**src/rtl/controller.sv**
```systemverilog
// Multi-cycle control unit for the 19-bit-instruction, 8-bit datapath.
// Sequences FETCH/DECODE/EXEC/MEM/WB/HALT, drives every datapath strobe
// and select from the current state and the latched opcode, and counts
// retired instructions (one per pcEn pulse).
//
// Handshake: there is no valid/ready pair; each strobe is a single-cycle,
// active-high command that the datapath acts on at the next rising edge.
// The instruction word is stable for the whole instruction because PC only
// advances on the edge that ends the instruction's last cycle.
//
// dbg_state exposes the FSM state for checkers:
//   0 FETCH, 1 DECODE, 2 EXEC, 3 MEM, 4 WB, 5 HALT.
module controller #(
  parameter int CNT_W = 16
) (
  input  logic             clk,
  input  logic             rst,
  input  logic [4:0]       opcode,
  output logic             pcEn,
  output logic             CEn,
  output logic             ZEn,
  output logic             regWrite,
  output logic             regFileReadRegister2Select,
  output logic             ALUBInputSelect,
  output logic [2:0]       ALUOperation,
  output logic [1:0]       SHROOperation,
  output logic [1:0]       regFileWriteDataSelect,
  output logic             DMMemRead,
  output logic             DMMemWrite,
  output logic             halted,
  output logic [CNT_W-1:0] instrCount,
  output logic [2:0]       dbg_state
);

  typedef enum logic [2:0] {
    S_FETCH  = 3'd0,
    S_DECODE = 3'd1,
    S_EXEC   = 3'd2,
    S_MEM    = 3'd3,
    S_WB     = 3'd4,
    S_HALT   = 3'd5
  } state_t;

  state_t           r_state;
  state_t           w_next;
  logic [4:0]       r_op_q;
  logic [CNT_W-1:0] r_count;

  // In DECODE the latch has not been loaded yet, so decode straight from
  // the opcode input; every later cycle uses the latched copy.
  logic [4:0] w_op;
  logic       w_is_alu_r;
  logic       w_is_alu_i;
  logic       w_is_mem;
  logic       w_is_store;
  logic       w_is_shift;
  logic       w_is_halt;
  logic       w_is_nop;

  assign w_op       = (r_state == S_DECODE) ? opcode : r_op_q;
  assign w_is_alu_r = (w_op[4:3] == 2'b00);
  assign w_is_alu_i = (w_op[4:3] == 2'b01);
  assign w_is_mem   = (w_op[4:2] == 3'b100);
  assign w_is_store = w_is_mem & w_op[0];
  assign w_is_shift = (w_op[4:2] == 3'b101);
  assign w_is_halt  = (w_op == 5'b11111);
  assign w_is_nop   = (w_op[4:3] == 2'b11) & ~w_is_halt;

  // State register and opcode latch; the opcode is captured only in DECODE.
  always_ff @(posedge clk or negedge rst) begin
    if (!rst) begin
      r_state <= S_FETCH;
      r_op_q  <= 5'd0;
    end else begin
      r_state <= w_next;
      if (r_state == S_DECODE) begin
        r_op_q <= opcode;
      end
    end
  end

  // Retired-instruction counter: one count per pcEn pulse, wraps naturally.
  always_ff @(posedge clk or negedge rst) begin
    if (!rst) begin
      r_count <= '0;
    end else if (pcEn) begin
      r_count <= r_count + 1'b1;
    end
  end

  // Next state, strobes and selects. Selects are held from DECODE through
  // the instruction's last cycle and read zero in FETCH and HALT.
  always_comb begin
    w_next                     = r_state;
    pcEn                       = 1'b0;
    CEn                        = 1'b0;
    ZEn                        = 1'b0;
    regWrite                   = 1'b0;
    regFileReadRegister2Select = 1'b0;
    ALUBInputSelect            = 1'b0;
    ALUOperation               = 3'b000;
    SHROOperation              = 2'b00;
    regFileWriteDataSelect     = 2'b00;
    DMMemRead                  = 1'b0;
    DMMemWrite                 = 1'b0;
    halted                     = 1'b0;

    if (r_state == S_DECODE || r_state == S_EXEC ||
        r_state == S_MEM    || r_state == S_WB) begin
      if (w_is_alu_r) begin
        ALUOperation               = w_op[2:0];
        ALUBInputSelect            = 1'b1;
        regFileReadRegister2Select = 1'b1;
      end else if (w_is_alu_i) begin
        ALUOperation = w_op[2:0];
      end else if (w_is_shift) begin
        SHROOperation          = w_op[1:0];
        regFileWriteDataSelect = 2'b01;
      end else if (w_is_mem && !w_is_store) begin
        regFileWriteDataSelect = 2'b10;
      end
    end

    case (r_state)
      S_FETCH: begin
        w_next = S_DECODE;
      end
      S_DECODE: begin
        if (w_is_nop) begin
          pcEn   = 1'b1;
          w_next = S_FETCH;
        end else if (w_is_halt) begin
          w_next = S_HALT;
        end else begin
          w_next = S_EXEC;
        end
      end
      S_EXEC: begin
        if (w_is_alu_r || w_is_alu_i) begin
          regWrite = 1'b1;
          CEn      = 1'b1;
          ZEn      = 1'b1;
          pcEn     = 1'b1;
          w_next   = S_FETCH;
        end else if (w_is_shift) begin
          regWrite = 1'b1;
          pcEn     = 1'b1;
          w_next   = S_FETCH;
        end else if (w_is_mem) begin
          w_next = S_MEM;
        end else begin
          w_next = S_FETCH;
        end
      end
      S_MEM: begin
        if (w_is_store) begin
          DMMemWrite = 1'b1;
          pcEn       = 1'b1;
          w_next     = S_FETCH;
        end else begin
          DMMemRead = 1'b1;
          w_next    = S_WB;
        end
      end
      S_WB: begin
        DMMemRead = 1'b1;
        regWrite  = 1'b1;
        pcEn      = 1'b1;
        w_next    = S_FETCH;
      end
      S_HALT: begin
        halted = 1'b1;
        w_next = S_HALT;
      end
      default: begin
        w_next = S_FETCH;
      end
    endcase
  end

  assign instrCount = r_count;
  assign dbg_state  = r_state;

endmodule

```
**config.mk**
```make
export PLATFORM = sky130hd
export DESIGN_NAME = controller
export DESIGN_NICKNAME = d
export VERILOG_FILES = /design/src/rtl/controller.sv
export SDC_FILE = /design/constraint.sdc
export NUM_CORES = 1
export LEC_CHECK = 0
export ABC_AREA = 1
export BUFFER_PORTS_ARGS = -buffer_cell sky130_fd_sc_hd__buf_2
export CAP_MARGIN = 40
export CORE_ASPECT_RATIO = 1.2
export CORE_MARGIN = 2
export CORE_UTILIZATION = 57
export DETAILED_ROUTE_END_ITERATION = 16
export GPL_TIMING_DRIVEN = 0
export PLACE_DENSITY = 0.87
export REMOVE_ABC_BUFFERS = 1
export SYNTH_ARGS = -nofsm -noshare
export SYNTH_HDL_FRONTEND = slang
export SYNTH_SLANG_ARGS = --single-unit
```
**constraint.sdc**
```tcl
create_clock -name clk -period 4.8 [get_ports clk]
set_input_delay 0.72 -clock clk [delete_from_list [all_inputs] [get_ports clk]]
set_output_delay 0.72 -clock clk [all_outputs]
set_load 0.005 [all_outputs]
```
==> impl_metrics.json <==
{
  "setup_viol": 0,
  "grt_pass1_wl_um": 6100,
  "drt_iter0_markers": 22,
  "power_leakage_nw": 1.01,
  "ys_seq_elements": 24,
  "tightestPinTransition_ns": 0.625,
  "timing.final.ws_setup_ns": 1.68,
  "cts_setup_buffers": 0,
  "power_frac_comb": 0.560,
  "antenna_found_initial": 0,
  "num_rows": 21,
  "placed_area_um2": 1840,
  "place_congestion": 0.824,
  "start_util": 0.595,
  "finalPower_w": 0.00103,
  "p_per_area_nw_per_um2": 546,
  "finalHoldViolCount": 0,
  "peakVddDrop_uv": 392,
  "tritoncts": "yes",
  "synth_top_cell_by_area": "dfrtp_1",
  "fin_setup_tns_ns": 0,
  "yosysSeqAreaShare": 0.366,
  "crit_path_cell_trace": "inv_2 -> nand3_4 -> nand2_1 -> nand2_4 -> nand3_2 -> nor2_2 -> nor2_4 -> nand3_4 -> buf_2",
  "synth-async-reset-ratio": 1.00,
  "hold_buffers": 0,
  "wirelength_um": 3640,
  "rsz0062_at_grt": "false",
  "clock-sinks": 24,
  "start_kind": "flop",
  "viasPerCell": 5.34,
  "hp-class": "primary input to asynchronous set/reset pin",
  "multi_input_area_um2": 901,
  "diodes": 0,
  "hold_slack_ns": 0.362,
  "syn_area_per_cell_um2": 7.92,
  "io_pins": 42,
  "nets": 255,
  "worstSetupPathType": "flop to output pin",
  "firstDrtPassIters": 4,
  "synth_edf_count": 0,
  "dieWidth_um": 53.0,
  "first_global_vias": 1384,
  "cpPeakStageDelay_ns": 0.48,
  "h-tree-depth": 1,
  "clock_power_share": 0.141,
  "finalCriticalPeriod_ns": 3.12,
  "crit_fanout": 18,
  "netlist_instances": 207,
  "cpMostUsedCell": "nand3_4",
  "vias": 1496,
  "clk_path_buf_depth": 2,
  "reg2reg_depth": 10,
  "wl_per_cell_um": 13.0,
  "syn-cell-area_um2": 1640,
  "drtAntennaViolNets": 0,
  "slew_violations": 0,
  "synth_top_area_share": 0.366,
  "max_cap_viol_count": 0,
  "slew_headroom": 0.579,
  "dieArea_um2": 3320,
  "root_buffer": "clkbuf_4",
  "die_h_um": 62.8,
  "final_cell_mix": "nand2_1, buf_2, dfrtp_1",
  "dp_hpwl_um": 2720,
  "track_usage": 0.237,
  "yosys_warnings": 0,
  "max_freq_mhz": 320,
  "core_um2": 2760,
  "p_seq_frac": 0.298,
  "layout_commonest_cell": "nand2_1",
  "drc": 0,
  "preCtsSetupSlack_ns": 1.95,
  "arrival_ns": 2.40,
  "p_sw_w": 0.000502,
  "p_int_w": 0.000530,
  "seq_area_um2": 601,
  "crit_path_end_kind": "output pin",
  "clk_pin_slew_ns": 0.13,
  "yosys-top-cells-area": "dfrtp_1, nand2_1, nand4_1, nand2_2, nor2_1",
  "syn_to_final_growth_pct": 15.1,
  "cpMaxStageDelayCell": "dfrtp_1",
  "skew_ns": 0.00711,
  "clock_latency_ns": 0.32,
  "finalCritPeriodShare": 0.651,
  "overflow": 0,
  "grt_start_max_net_pins": 25,
  "portBuffers": 41,
  "drive_above_1_share": 0.321,
  "fin_area_um2": 1890,
  "n_fill_cell": 262,
  "cts_inserted_buffers": 3,
  "worst_ep_required_time_ns": 4.08,
  "synth.distinct_cells": 25,
  "swShare": 0.487,
  "synth_flop_cell": "dfrtp_1",
  "status": "finished clean",
  "cts_resized": 0
}
per-stage QoR:
| stage | util | cells |
|---|---|---|
| 4_1_cts | 0.684 | 280 |
| 5_1_grt | 0.684 | 280 |
| 3_5_place_dp | 0.665 | 276 |
| 2_1_floorplan | - | 201 |
| 3_3_place_gp | 0.665 | 276 |
| 6_report | 0.684 | 280 |
path summary, 6_finish.rpt:
kind	from	endpoint	slack, ns
min in group clk	r_op_q[1]	r_op_q[1]	0.55
hold / removal	rst	dbg_state[1]	0.36
setup reg to reg	dbg_state[2]	instrCount[0]	2.66
setup / recovery	dbg_state[2]	pcEn	1.68
max in group asynchronous	rst	instrCount[4]	4.08
hold reg to reg	r_op_q[1]	r_op_q[1]	0.55
layer usage:
metal	track usage	share of wire	up-vias
met2	0.436	0.53	46
met5	0	0	-
met4	0.0385	0.0061	0
li1	-	-	755
met3	0.0215	0.040	4
met1	0.298	0.43	691
Yosys cell counts, types with 4 or more instances:
cell type,instances
dfrtp_1,24
inv_2,4
nand2_1,45
nor2_1,21
nand3_1,8
nor3_1,7
inv_1,19
xnor2_1,5
nand4_1,22
xor2_1,8
nand2_2,15
nand3_4,4
final cells by class:
type                    count  area share
multi-input cells         154       0.477
clock inverters             1      0.0159
well taps                  34      0.0225
inverters                  23      0.0457
clock buffers               3      0.0119
repair buffers             41       0.109
flip-flops and latches     24       0.318
flip-flops by register name (all words and copies together), names as in the netlist:
register	count
r_op_q	5
dbg_state	3
instrCount	16
kinds of logic (layout without fill, tap and decap cells):
logic type | count (synthesis) | count (layout) | synth area share
and+or+nand+nor | 135 | 135 | 0.455
xor gates and xnor gates | 13 | 13 | 0.0694
DFF | 24 | 24 | 0.366
adders and majority gates | 1 | 1 | 0.00763
AOI/OAI and AO/OA | 5 | 5 | 0.0175
buffers and inverters | 29 | 68 | 0.0847
power by group through the flow:
stage          logic, W  registers, W  clock network (W)
2_1_floorplan  0.000411      0.000306                  0
3_3_place_gp   0.000568      0.000309                  0
3_5_place_dp   0.000580      0.000311                  0
4_1_cts        0.000582      0.000307           0.000146
5_1_grt        0.000648      0.000315           0.000155
6_report       0.000578      0.000308           0.000146
critical path: cells and delay by family, from the launching register on:
kind	cells	cell delay (ns)
buffers and inverters	2	0.41
flip-flops	1	0.48
AND/OR/NAND/NOR	7	1.18
Power figures use the tool's default switching activity.
